$ cat config.mk
export PLATFORM = sky130hd
export DESIGN_NAME = scan_button_reader_flat
export DESIGN_NICKNAME = d
export VERILOG_FILES = /design/src/rtl/scan_button_if.sv /design/src/rtl/scan_button_reader.sv /design/src/flat_wrapper.sv
export SDC_FILE = /design/constraint.sdc
export NUM_CORES = 1
export LEC_CHECK = 0
export CAP_MARGIN = 20
export CORE_ASPECT_RATIO = 1.5
export CORE_MARGIN = 5
export CORE_UTILIZATION = 58
export CTS_BUF_LIST = sky130_fd_sc_hd__clkbuf_8
export CTS_CLUSTER_DIAMETER = 100
export CTS_CLUSTER_SIZE = 24
export DETAILED_ROUTE_END_ITERATION = 6
export PLACE_DENSITY_LB_ADDON = 0.2
export SETUP_SLACK_MARGIN = 0.5
export SLEW_MARGIN = 20
export SYNTH_ARGS = -nofsm -noshare
export SYNTH_HDL_FRONTEND = slang
export SYNTH_SLANG_ARGS = --single-unit
$ cat constraint.sdc
create_clock -name clk -period 2 [get_ports clk]
set_input_delay 0.3 -clock clk [delete_from_list [all_inputs] [get_ports clk]]
set_output_delay 0.3 -clock clk [all_outputs]
set_load 0.05 [all_outputs]
$ cat src/rtl/scan_button_if.sv
// Signal bundle between the slot select generator and scan_button_reader.
// Handshake: no valid/ready; sel_idx and sense are levels sampled every clock, and btn_press, btn_release, scan_error are single-cycle strobes.
interface scan_button_if #(
    parameter int NUM_SLOTS = 5
);
    logic [2:0]           sel_idx;
    logic                 sense;
    logic [NUM_SLOTS-1:0] btn_state;
    logic [NUM_SLOTS-1:0] btn_press;
    logic [NUM_SLOTS-1:0] btn_release;
    logic                 scan_error;
    logic                 scan_stall;

    modport master (
        output sel_idx,
        output sense,
        input  btn_state,
        input  btn_press,
        input  btn_release,
        input  scan_error,
        input  scan_stall
    );

    modport slave (
        input  sel_idx,
        input  sense,
        output btn_state,
        output btn_press,
        output btn_release,
        output scan_error,
        output scan_stall
    );
endinterface

$ cat src/rtl/scan_button_reader.sv
// Scanned button reader: settle after each index change, take one sample, debounce each slot with a saturating integrator.
// Define SCAN_WATCHDOG_EN to build the stall watchdog that flags a frozen sel_idx.
module scan_button_reader #(
    parameter int NUM_SLOTS     = 5,
    parameter int SETTLE_CYCLES = 1000,
    parameter int DEB_MAX       = 3,
    parameter int WDOG_CYCLES   = 4000000
) (
    input  logic          clk,
    input  logic          reset_n,
    scan_button_if.slave  bus,
    output logic [1:0]    dbg_state
);

    localparam int CW = (SETTLE_CYCLES > 1) ? $clog2(SETTLE_CYCLES) : 1;
    localparam int IW = $clog2(DEB_MAX + 1);
    localparam logic [CW-1:0] SETTLE_LAST = CW'(SETTLE_CYCLES - 1);
    localparam logic [IW-1:0] INTEG_MAX   = IW'(DEB_MAX);
    localparam logic [3:0]    SLOTS_W     = 4'(NUM_SLOTS);

    if (NUM_SLOTS < 1 || NUM_SLOTS > 8 || SETTLE_CYCLES < 1 || DEB_MAX < 1 || WDOG_CYCLES < 1) begin : g_param_check
        $error("scan_button_reader: parameter out of range");
    end

    typedef enum logic [1:0] {
        ST_SETTLE = 2'd0,
        ST_SAMPLE = 2'd1,
        ST_HOLD   = 2'd2
    } state_t;

    state_t                        state_q, state_d;
    logic [CW-1:0]                 cnt_q, cnt_d;
    logic [2:0]                    prev_idx;
    logic [2:0]                    cur_idx;
    logic                          change;
    logic                          sample_en;
    logic                          sample_go;
    logic                          sense_meta;
    logic                          sense_sync;
    logic [NUM_SLOTS-1:0][IW-1:0]  integ;
    logic [NUM_SLOTS-1:0]          btn_state_r;
    logic [NUM_SLOTS-1:0]          btn_prev_r;
    logic [NUM_SLOTS-1:0]          press_r;
    logic [NUM_SLOTS-1:0]          release_r;
    logic                          err_r;
    logic                          wdog_clear;
    logic                          sample_block;

    assign change    = (bus.sel_idx != prev_idx);
    assign sample_go = sample_en & ~sample_block;
    assign dbg_state = state_q;

    // sense is asynchronous to clk; only sense_sync is ever used.
    always_ff @(posedge clk or negedge reset_n) begin
        if (!reset_n) begin
            sense_meta <= 1'b0;
            sense_sync <= 1'b0;
        end else begin
            sense_meta <= bus.sense;
            sense_sync <= sense_meta;
        end
    end

    always_ff @(posedge clk or negedge reset_n) begin
        if (!reset_n) begin
            prev_idx <= 3'd0;
            cur_idx  <= 3'd0;
            err_r    <= 1'b0;
        end else begin
            prev_idx <= bus.sel_idx;
            err_r    <= change && ({1'b0, bus.sel_idx} >= SLOTS_W);
            if (change) begin
                cur_idx <= bus.sel_idx;
            end
        end
    end

    always_ff @(posedge clk or negedge reset_n) begin
        if (!reset_n) begin
            state_q <= ST_SETTLE;
            cnt_q   <= '0;
        end else begin
            state_q <= state_d;
            cnt_q   <= cnt_d;
        end
    end

    // A change overrides every state, but a SAMPLE cycle still commits its sample.
    always_comb begin
        state_d   = state_q;
        cnt_d     = cnt_q;
        sample_en = 1'b0;
        case (state_q)
            ST_SETTLE: begin
                cnt_d = cnt_q + 1'b1;
                if (cnt_q == SETTLE_LAST) begin
                    state_d = ST_SAMPLE;
                    cnt_d   = '0;
                end
            end
            ST_SAMPLE: begin
                sample_en = 1'b1;
                state_d   = ST_HOLD;
            end
            ST_HOLD: begin
                state_d = ST_HOLD;
            end
            default: begin
                state_d = ST_SETTLE;
                cnt_d   = '0;
            end
        endcase
        if (change) begin
            state_d = ST_SETTLE;
            cnt_d   = '0;
        end
    end

    // Invalid indices match no slot, so their samples fall on the floor.
    always_ff @(posedge clk or negedge reset_n) begin
        if (!reset_n) begin
            integ <= '0;
        end else if (wdog_clear) begin
            integ <= '0;
        end else if (sample_go) begin
            for (int i = 0; i < NUM_SLOTS; i++) begin
                if (cur_idx == 3'(i)) begin
                    if (sense_sync) begin
                        if (integ[i] != INTEG_MAX) integ[i] <= integ[i] + 1'b1;
                    end else begin
                        if (integ[i] != '0) integ[i] <= integ[i] - 1'b1;
                    end
                end
            end
        end
    end

    always_ff @(posedge clk or negedge reset_n) begin
        if (!reset_n) begin
            btn_state_r <= '0;
            btn_prev_r  <= '0;
            press_r     <= '0;
            release_r   <= '0;
        end else if (wdog_clear) begin
            btn_state_r <= '0;
            btn_prev_r  <= '0;
            press_r     <= '0;
            release_r   <= '0;
        end else begin
            for (int i = 0; i < NUM_SLOTS; i++) begin
                if (integ[i] == INTEG_MAX) begin
                    btn_state_r[i] <= 1'b1;
                end else if (integ[i] == '0) begin
                    btn_state_r[i] <= 1'b0;
                end
            end
            btn_prev_r <= btn_state_r;
            press_r    <= btn_state_r & ~btn_prev_r;
            release_r  <= ~btn_state_r & btn_prev_r;
        end
    end

`ifdef SCAN_WATCHDOG_EN
    localparam int WW = $clog2(WDOG_CYCLES + 1);
    localparam logic [WW-1:0] WDOG_MAX = WW'(WDOG_CYCLES);

    logic [WW-1:0] stall_cnt;
    logic          stall_r;
    logic          stall_hit;

    // Clearing is repeated every stalled cycle, which also keeps pulses silent.
    assign stall_hit    = (stall_cnt == WDOG_MAX) && !change;
    assign wdog_clear   = stall_hit;
    assign sample_block = stall_r | stall_hit;

    always_ff @(posedge clk or negedge reset_n) begin
        if (!reset_n) begin
            stall_cnt <= '0;
            stall_r   <= 1'b0;
        end else if (change) begin
            stall_cnt <= '0;
            stall_r   <= 1'b0;
        end else begin
            if (stall_cnt != WDOG_MAX) stall_cnt <= stall_cnt + 1'b1;
            if (stall_hit) stall_r <= 1'b1;
        end
    end

    assign bus.scan_stall = stall_r;
`else
    assign wdog_clear     = 1'b0;
    assign sample_block   = 1'b0;
    assign bus.scan_stall = 1'b0;
`endif

    assign bus.btn_state   = btn_state_r;
    assign bus.btn_press   = press_r;
    assign bus.btn_release = release_r;
    assign bus.scan_error  = err_r;

endmodule

$ cat src/flat_wrapper.sv
// flat-port wrapper written by rule: the top's interface ports become plain ports
module scan_button_reader_flat 
#(
    parameter int NUM_SLOTS     = 5,
    parameter int SETTLE_CYCLES = 1000,
    parameter int DEB_MAX       = 3,
    parameter int WDOG_CYCLES   = 4000000
)
  (clk, reset_n, dbg_state, bus_sel_idx, bus_sense, bus_btn_state, bus_btn_press, bus_btn_release, bus_scan_error, bus_scan_stall);
  scan_button_if #(.NUM_SLOTS(NUM_SLOTS)) bus_i ();
  input  logic clk;
  input  logic reset_n;
  output logic [1:0] dbg_state;
  input wire logic [$bits(bus_i.sel_idx)-1:0] bus_sel_idx;
  input wire logic [$bits(bus_i.sense)-1:0] bus_sense;
  output wire logic [$bits(bus_i.btn_state)-1:0] bus_btn_state;
  output wire logic [$bits(bus_i.btn_press)-1:0] bus_btn_press;
  output wire logic [$bits(bus_i.btn_release)-1:0] bus_btn_release;
  output wire logic [$bits(bus_i.scan_error)-1:0] bus_scan_error;
  output wire logic [$bits(bus_i.scan_stall)-1:0] bus_scan_stall;
  assign bus_i.sel_idx = bus_sel_idx;
  assign bus_i.sense = bus_sense;
  assign bus_btn_state = bus_i.btn_state;
  assign bus_btn_press = bus_i.btn_press;
  assign bus_btn_release = bus_i.btn_release;
  assign bus_scan_error = bus_i.scan_error;
  assign bus_scan_stall = bus_i.scan_stall;
  scan_button_reader #(.NUM_SLOTS(NUM_SLOTS), .SETTLE_CYCLES(SETTLE_CYCLES), .DEB_MAX(DEB_MAX), .WDOG_CYCLES(WDOG_CYCLES)) u_core (.clk(clk), .reset_n(reset_n), .bus(bus_i), .dbg_state(dbg_state));
endmodule
[Word-level counts from Yosys, hierarchy flattened]
Index checks and enable logic that the tools add are counted.
Storage, ports and cells
  input port bits: 6
  flip-flop bits (word level): 51
Operators by class
  eq/ne operators: 25
  mux-type cells: 32
  reductions and logical operators: 29
  bitwise operators: 4
  add/sub/neg operators: 11
  magnitude comparators: 1
Operators by type and width (count)
  2-bit 2-to-1 mux: 17
  2-bit nonzero test: 15
  10-bit 2-to-1 mux: 2
  2-bit inequality test (second input constant): 10
  10-bit one-hot mux with 2 select lines: 1
  4-bit AND reduction: 5
  2-bit equality test (second input constant): 6
  2-bit zero test: 6
  1-bit 2-to-1 mux: 11
  10-bit by 1-bit adder with 10-bit output (second input constant): 1
  2-bit by 1-bit adder with 2-bit output (second input constant): 5
  5-bit AND: 2
  10-bit equality test (second input constant): 1
  5-bit inverter: 2
  2-bit by 1-bit subtractor with 2-bit output (second input constant): 5
  3-bit by 2-bit equality test with 1-bit output (second input constant): 2
  2-bit one-hot mux with 2 select lines: 1
  3-bit by 1-bit equality test with 1-bit output (second input constant): 1
  3-bit equality test (second input constant): 1
  3-bit greater-or-equal comparator (second input constant): 1
  3-bit zero test: 1
  3-bit by 1-bit inequality test with 1-bit output (second input constant): 1
  3-bit inequality test: 1
  2-bit by 1-bit equality test with 1-bit output (second input constant): 1
  3 further kinds: 3

[Logic depth before layout (Yosys ltp)]
Gate-level depths: netlist (run 1).
  word-level depth: 4
  gate-level depth with buffers: 8

[Least setup slack after synthesis (run 1)]
OpenSTA, ideal clock, no wires.
  path kind: flip-flop to flip-flop
  start: register u_core.state_q[1], in the netlist u_core.dbg_state[1]
  end: register u_core.cnt_q[8]
  buffers on the path: 2
  library setup time: 140 ps
  stages on the path, launching flop included: 9
  data arrival time: 1984 ps
  path slack: -124 ps
  clock period less this slack: 2124 ps
  data required time: 1860 ps
  cell sequence: dfrtp_1 > inv_1 > ha_1 > buf_2 > inv_1 > nor4_1 > buf_6 > or4_1 > a21oi_1
Between the ends
  cells in the longest elaborated chain, start to end: 4
RTL lines
  from (decl): line scan_button_reader.sv:31  | state_t state_q, state_d;
  from (signal assigned): line scan_button_reader.sv:83  | state_q <= state_d;
  2-bit by 1-bit equality test with 1-bit output or 2-bit equality test (tied branches): line scan_button_reader.sv:93  | case (state_q)
  2-bit OR reduction (no line)
  10-bit one-hot mux with 2 select lines: line scan_button_reader.sv:93
  10-bit 2-to-1 mux: line scan_button_reader.sv:113  | if (change) begin
  to (signal assigned): line scan_button_reader.sv:84  | cnt_q <= cnt_d;
  to (decl): line scan_button_reader.sv:32  | logic [CW-1:0] cnt_q, cnt_d;
Parallel ways exist; a longest one is shown, timed or not.
A chain may end at the register's enable or synchronous reset.

[Worst setup path after layout (run 1)]
  start: register u_core.cnt_q[6]
  end: register u_core.cnt_q[9]
Between the ends
  cells in the longest elaborated chain, start to end: 4
RTL lines
  10-bit by 1-bit adder with 10-bit output or 10-bit equality test (tied branches): line scan_button_reader.sv:95, scan_button_reader.sv:96
  10-bit 2-to-1 mux *: line scan_button_reader.sv:96  | if (cnt_q == SETTLE_LAST) begin
  10-bit one-hot mux with 2 select lines *: line scan_button_reader.sv:93
  10-bit 2-to-1 mux *: line scan_button_reader.sv:113
Mark *: on every way between the ends. The rest lies on a longest branch, timed or not.

==> flow_summary_export.csv, run 1 <==
group,metric,value,unit
run_status,status,"complete, no violations",
routing,vias,1762,
timing,period_needed,1.67,ns
worst_setup_path,cp_data_required_time,2.24,ns
routing,drt_iter0_drc,60,
synth,ys_async_sr_fraction,100,%
clock_tree,clk_pin_slew,0.09,ns
final_layout,layout_commonest_cell,"dfrtp_1",
grt,antenna_found_initial,0,
timing,finalSetupViolations,0,
final_layout,layout_common_cells,"dfrtp_1, buf_4, nand2_1",
clock_tree,htree_levels,2,
worst_setup_path,crit_family,"simple AND/OR/NAND/NOR gates",
clock_tree,cts_inserted_buffers,5,
pwr,p_per_area,603,nW/um^2
final_layout,area_delta_synth_final,34.0,%
worst_setup_path,crit_type,"register to register",
routing,ant_nets,0,
worst_setup_path,path_cells,"nand4_1 -> or3_1 -> or3_1 -> a21oi_1",
worst_setup_path,crit_arrival,1.91,ns
routing,drt-vias-per-instance,5.63,
timing,finalHoldViolCount,0,
floorplanning,num_io_pins,25,
worst_setup_path,startpoint,"u_core.cnt_q[6]$_DFFE_PN0P_",
timing,max_freq,598,MHz
clock_tree,root_buffer,"clkbuf_8",
clock_tree,cts_tree,"built",
floorplanning,start_util,59.0,%
worst_setup_path,r2r-start,"u_core.cnt_q[6]$_DFFE_PN0P_",
worst_setup_path,max_stage_delay,0.45,ns
floorplanning,die_area,5340,um^2
timing,worstMarginPinSlew,0.629,ns
floorplanning,die_x,61.3,um
clock_tree,insertion_delay,0.31,ns
synth,yosysWarnings,0,
synth,yosys_most_used_dff,"dfrtp_1",
worst_setup_path,critPathSlowestCell,"dfrtp_1",
final_layout,antenna_cells,0,
synth,synthTopCellsByArea,"dfrtp_1, ha_1, nand2_1",
timing,period_share,83.6,%
timing,finClkSkew,0.00649,ns
routing,wl_per_cell,16.0,um
final_layout,layout-drive-gt1-share,31.3,%
timing,setup-tns-final,0,ns
synth,syn-cell-area,2290,um^2
worst_setup_path,cpMostUsedCell,"or3_1",
placement,io_buffer_count,23,
final_layout,fillCellCount,235,
clock_tree,cts_hold_buf,0,
synth,yosysTopAreaCell,"dfrtp_1",
timing,whs,0.0867,ns
synth,synth_seq_cells,51,
final_layout,layoutNonFillerInstCount,313,
placement,dpl.cell_count,279,
worst_setup_path,path_max_fanout,5,
grt,grt_pass1_vias,1755,
timing,drv_slew,0,
synth,synth_top_area_share,55.6,%
synth,yosys.cell_types.count,34,
timing,relSlewSlack,58.0,%
clock_tree,clock_path_buffers,2,
worst_setup_path,crit_buf_inv,0,
grt,grt_pass1_wl,7.58,mm
synth,syn_inst,212,
flow_run,drv_cap,0,
synth,yosysSeqAreaShare,55.6,%
pwr,p_leak,1.39,nW
worst_setup_path,worst_setup_path_end_kind,"register",
grt,grt_max_degree,52,
placement,gp_congestion,0.835,
worst_setup_path,start_kind,"register",
pwr,p_total,1.85,mW
grt,overflow,0,
placement,hpwl,2.74,mm
synth,avgSynthCellArea,10.8,um^2
pwr,peakVddDrop,647,uV
worst_hold_path,holdCritPathClass,"input port to asynchronous set/reset pin",
final_layout,final_nets,286,
routing,drcViolationCount,0,
grt,grtUsageTotal,19.1,%
routing,drt_pre_antenna_iters,4,
clock_tree,numClockSinks,51,
floorplanning,coreArea,3890,um^2
synth,synth_edf_count,0,
timing,grt_setup_unrepaired,"yes",
floorplanning,die_h,87.0,um
floorplanning,rows,28,
routing,routed_wl,5.01,mm
synth,syn-num-nets,231,
layer usage:
layer  track usage (%)  vias to the layer above  wire (um)
met5                 0                        -          0
li1                  -                      827          -
met4              10.2                        0        198
met2              32.3                       53       2690
met1              21.5                      864       1870
met3              4.45                       18        252
registers in the layout (all words and copies together) (netlist names):
name                    flops
u_core.btn_prev_r           5
u_core.bus.btn_press        5
u_core.bus.btn_release      5
u_core.bus.btn_state        5
u_core.bus.scan_error       1
u_core.cnt_q               10
u_core.cur_idx              3
u_core.dbg_state            2
u_core.integ               10
u_core.prev_idx             3
u_core.sense_meta           1
u_core.sense_sync           1
final timing paths:
path,slack [ns],endpoint,depth (start not counted)
setup / recovery,0.33,u_core.cnt_q[9]$_DFFE_PN0P_,4
setup reg to reg,0.33,u_core.cnt_q[9]$_DFFE_PN0P_,4
max in group asynchronous,1.46,u_core.dbg_state[0]$_DFFE_PN0P_,2
hold reg to reg,0.37,u_core.sense_sync$_DFF_PN0_,0
hold / removal,0.09,u_core.bus.btn_state[4]$_DFFE_PN0P_,2
min in group clk,0.37,u_core.sense_sync$_DFF_PN0_,0
kinds of logic (layout without fill, tap and decap cells):
| logic type | Yosys count | after routing | synth area share, % |
|---|---|---|---|
| flip-flops | 51 | 51 | 55.6 |
| AO/OA/AOI/OAI | 26 | 26 | 6.60 |
| XOR/XNOR | 13 | 13 | 4.96 |
| other | 1 | 1 | 0.164 |
| buffers and inverters | 18 | 73 | 3.49 |
| adder cells (fa/ha/maj) | 13 | 13 | 7.09 |
| AND/OR/NAND/NOR | 79 | 80 | 16.9 |
| multiplexers | 11 | 11 | 5.13 |
worst register-to-register path, cell delays in order, from the launching register on:
cell	delay, ns
dfrtp_1	0.45
nand4_1	0.21
or3_1	0.44
or3_1	0.33
a21oi_1	0.17
what timing repair did:
| action | CTS | global route |
|---|---|---|
| buffers inserted | 15 | 10 |
| gates resized for setup | 51 | 27 |
| pin swaps | 12 | 9 |
| endpoints found under the setup margin | 26 | 26 |
| gates cloned | 1 | 0 |
per-stage QoR:
stage | utilization [%] | setup WS, ns | area, um^2
floorplan | - | 0.159 | 2320
global placement | 66.8 | -0.0747 | 2600
detailed placement | 66.8 | -0.111 | 2600
CTS | 74.9 | 0.397 | 2910
global route | 79.1 | 0.234 | 3070
finish | 79.1 | 0.328 | 3070
power by group:
group	internal [mW]	total [mW]	switching (mW)
clock	0.244	0.596	0.352
combinational	0.0733	0.189	0.115
sequential	1.05	1.07	0.0221
total	1.36	1.85	0.489
cell type report:
cell class | count | area [um^2] | share of cell area [%]
Multi-Input combinational cell | 144 | 1150 | 37.4
Inverter | 13 | 51.3 | 1.67
Tap cell | 45 | 56.3 | 1.83
Clock buffer | 5 | 68.8 | 2.24
Timing Repair Buffer | 52 | 447 | 14.5
Sequential cell | 51 | 1280 | 41.7
Clock inverter | 3 | 20.0 | 0.651
cell usage after synthesis, drive strengths merged (2+ instances only):
cell type and count:
nand3 4, xor2 3, a21oi 8, o31ai 3
nor2 11, or3 6, dfrtp 51, nand2 28
inv 13, xnor2 10, mux2 6, nor2b 10
nand4 2, nor3 10, or4 3, ha 13
a31oi 2, buf 4, mux2i 5, o21ai 10
nand2b 2
Power figures use the tool's default switching activity.
==> run 2, diff against run 1 <==
==> constraint.sdc (replaced) <==
create_clock -name clk -period 1.7 [get_ports clk]
set_input_delay 0.255 -clock clk [delete_from_list [all_inputs] [get_ports clk]]
set_output_delay 0.255 -clock clk [all_outputs]
set_load 0.05 [all_outputs]
==> flow_summary_export.csv, run 2 (synthesized netlist as in run 1, its figures left out) <==
group,metric,value,unit
pwr,p_int,1.61,mW
worst_setup_path,start_kind,"register",
floorplanning,start_util,59.0,%
pwr,p_total,2.15,mW
timing,setup_slack,0.0472,ns
worst_setup_path,r2r-end,"u_core.cnt_q[5]$_DFFE_PN0P_",
timing,period_share,97.2,%
clock_tree,root_buffer,"clkbuf_8",
pwr,seq_power_share,58.7,%
placement,gp_congestion,0.832,
final_layout,post-route-util,82.4,%
routing,routed_wl,4.99,mm
floorplanning,die_x,61.3,um
floorplanning,num_io_pins,25,
grt,grt_pass1_vias,1785,
worst_hold_path,min_to,"u_core.prev_idx[2]$_DFF_PN0_",
routing,wl_per_cell,15.5,um
pwr,p_per_area,671,nW/um^2
grt,use_met3,4.45,%
clock_tree,htree_levels,2,
worst_setup_path,crit_arrival,1.88,ns
final_layout,area_delta_synth_final,39.7,%
worst_setup_path,crit_buf_inv,3,
grt,grtUsageMet1,22.3,%
grt,grt_pass1_wl,7.83,mm
pwr,pwr-share-comb,10.9,%
worst_setup_path,worst-r2r-setup-slack,0.05,ns
pwr,p_sw,0.539,mW
timing,whs,0.310,ns
worst_hold_path,hp-start,"bus_sel_idx[2]",
worst_hold_path,holdCritPathClass,"input port to register",
grt,overflow,0,
routing,drt-vias-per-instance,5.48,
grt,busiest_layer,"met2",
worst_hold_path,whs_path_depth,1,
worst_setup_path,cp_data_required_time,1.93,ns
worst_setup_path,max_stage_delay,0.49,ns
clock_tree,clock_path_buffers,2,
timing,period_needed,1.65,ns
grt,grt_use_met2,35.4,%
placement,pre_cts_slack,-0.326,ns
placement,io_buffer_count,23,
worst_setup_path,rr_worst_depth,7,
worst_setup_path,crit_type,"register to register",
timing,max_freq,605,MHz
routing,drt_iter0_drc,45,
grt,antenna_found_initial,0,
pwr,peakVddDrop,748,uV
final_layout,final_nets,296,
routing,drt_pre_antenna_iters,4,
clock_tree,cts_inserted_buffers,5,
flow_run,drv_cap,0,
worst_setup_path,critPathSlowestCell,"or4_1",
pwr,switching_share,25.1,%
timing,drv_slew,0,
grt,grtUsageTotal,20.0,%
routing,ant_nets,0,
worst_setup_path,path_cells,"inv_2 -> ha_4 -> inv_4 -> nor4_4 -> buf_4 -> or4_1 -> a21oi_1",
worst_setup_path,worst_setup_path_end_kind,"register",
final_layout,layout_common_cells,"buf_4, dfrtp_1, nand2_1",
timing,finClkSkew,0.00262,ns
final_layout,antenna_cells,0,
final_layout,reg.largest.list,"u_core.cnt_q: 10 flops, u_core.integ: 10 flops",
floorplanning,die_area,5340,um^2
routing,drcViolationCount,0,
timing,finalHoldViolCount,0,
clock_tree,clk_pin_slew,0.08,ns
routing,vias,1769,
run_status,status,"complete, no violations",
placement,dpl.cell_count,291,
clock_tree,numClockSinks,51,
floorplanning,rows,28,
clock_tree,cts_tree,"built",
worst_setup_path,path_max_fanout,5,
pwr,p_leak,1.51,nW
timing,finalSetupViolations,0,
timing,grt_setup_unrepaired,"yes",
grt,grt_max_degree,34,
clock_tree,insertion_delay,0.30,ns
final_layout,layoutNonFillerInstCount,323,
worst_setup_path,r2r-start,"u_core.dbg_state[0]$_DFFE_PN0P_",
pwr,clkPwrFrac,30.4,%
worst_setup_path,crit_family,"simple AND/OR/NAND/NOR gates",
floorplanning,die_h,87.0,um
final_layout,layout-drive-gt1-share,42.8,%
placement,hpwl,3.09,mm
floorplanning,coreArea,3890,um^2
==> run 2: cell types whose count changed in the layout (fill, tap and decap cells not counted), sizes merged <==
cell           before  now
clkdlybuf4s15      14    0
inv                13   15
dlygate4sd2         7    3
buf                30   58
dlygate4sd3         0    1
nor4                2    1
clkinvlp            2    0
==> run 2: metal layers <==
metal | wire, um | up-vias
met5 | 0 | -
met4 | 192 | 0
met1 | 1920 | 868
met3 | 193 | 18
met2 | 2690 | 46
li1 | - | 837
==> run 2: how the worst max path moves through the flow <==
stage                                                from                           to  slack, ns  cells after the start
after floorplan           u_core.dbg_state[0]$_DFFE_PN0P_  u_core.cnt_q[8]$_DFFE_PN0P_      -0.14                      8
final                     u_core.dbg_state[0]$_DFFE_PN0P_  u_core.cnt_q[5]$_DFFE_PN0P_       0.05                      7
after global routing          u_core.cnt_q[7]$_DFFE_PN0P_  u_core.cnt_q[9]$_DFFE_PN0P_      -0.02                      4
after global placement                     bus_sel_idx[2]  u_core.cnt_q[6]$_DFFE_PN0P_      -0.26                      6
after CTS                 u_core.dbg_state[0]$_DFFE_PN0P_  u_core.cnt_q[5]$_DFFE_PN0P_       0.06                      7
after detailed placement                   bus_sel_idx[2]  u_core.cnt_q[6]$_DFFE_PN0P_      -0.33                      6
==> run 2: stage by stage <==
stage	TNS, ns	area, um^2
final	0	3200
after global placement	-1.13	2680
after global routing	-0.0198	3200
after detailed placement	-1.73	2680
after CTS	0	3030
after floorplan	-0.571	2360
==> run 2: what timing repair did <==
action,4_1_cts,5_1_grt
cloned,1,0
endpoints found under the setup margin,35,38
hold buffers,1,0
pin swaps,13,19
gates resized for setup,39,28
buffers inserted,14,8
hold endpoints to repair,18,0
==> run 2: final cells by class <==
type	instances	area, um^2
sequential	51	1280
multi-input combinational	143	1190
fill	223	684
timing repair buffer	63	538
clock buffer	5	68.8
tap	45	56.3
inverter	13	51.3
clock inverter	3	12.5
==> run 2: worst reg2reg max path: cells and delay by family (launching register included) <==
kind	cells	cell delay [ns]
and+or+nand+nor	2	0.53
DFF	1	0.42
buffers and inverters	3	0.30
adders and majority gates	1	0.21
AOI/OAI and AO/OA	1	0.13
==> run 2: power groups by stage <==
stage | Combinational (mW) | Clock [mW] | Sequential, mW
after floorplan | 0.0840 | 0 | 1.29
after global placement | 0.174 | 0 | 1.28
after detailed placement | 0.177 | 0 | 1.28
after CTS | 0.218 | 0.665 | 1.26
after global routing | 0.256 | 0.718 | 1.27
final | 0.235 | 0.652 | 1.26
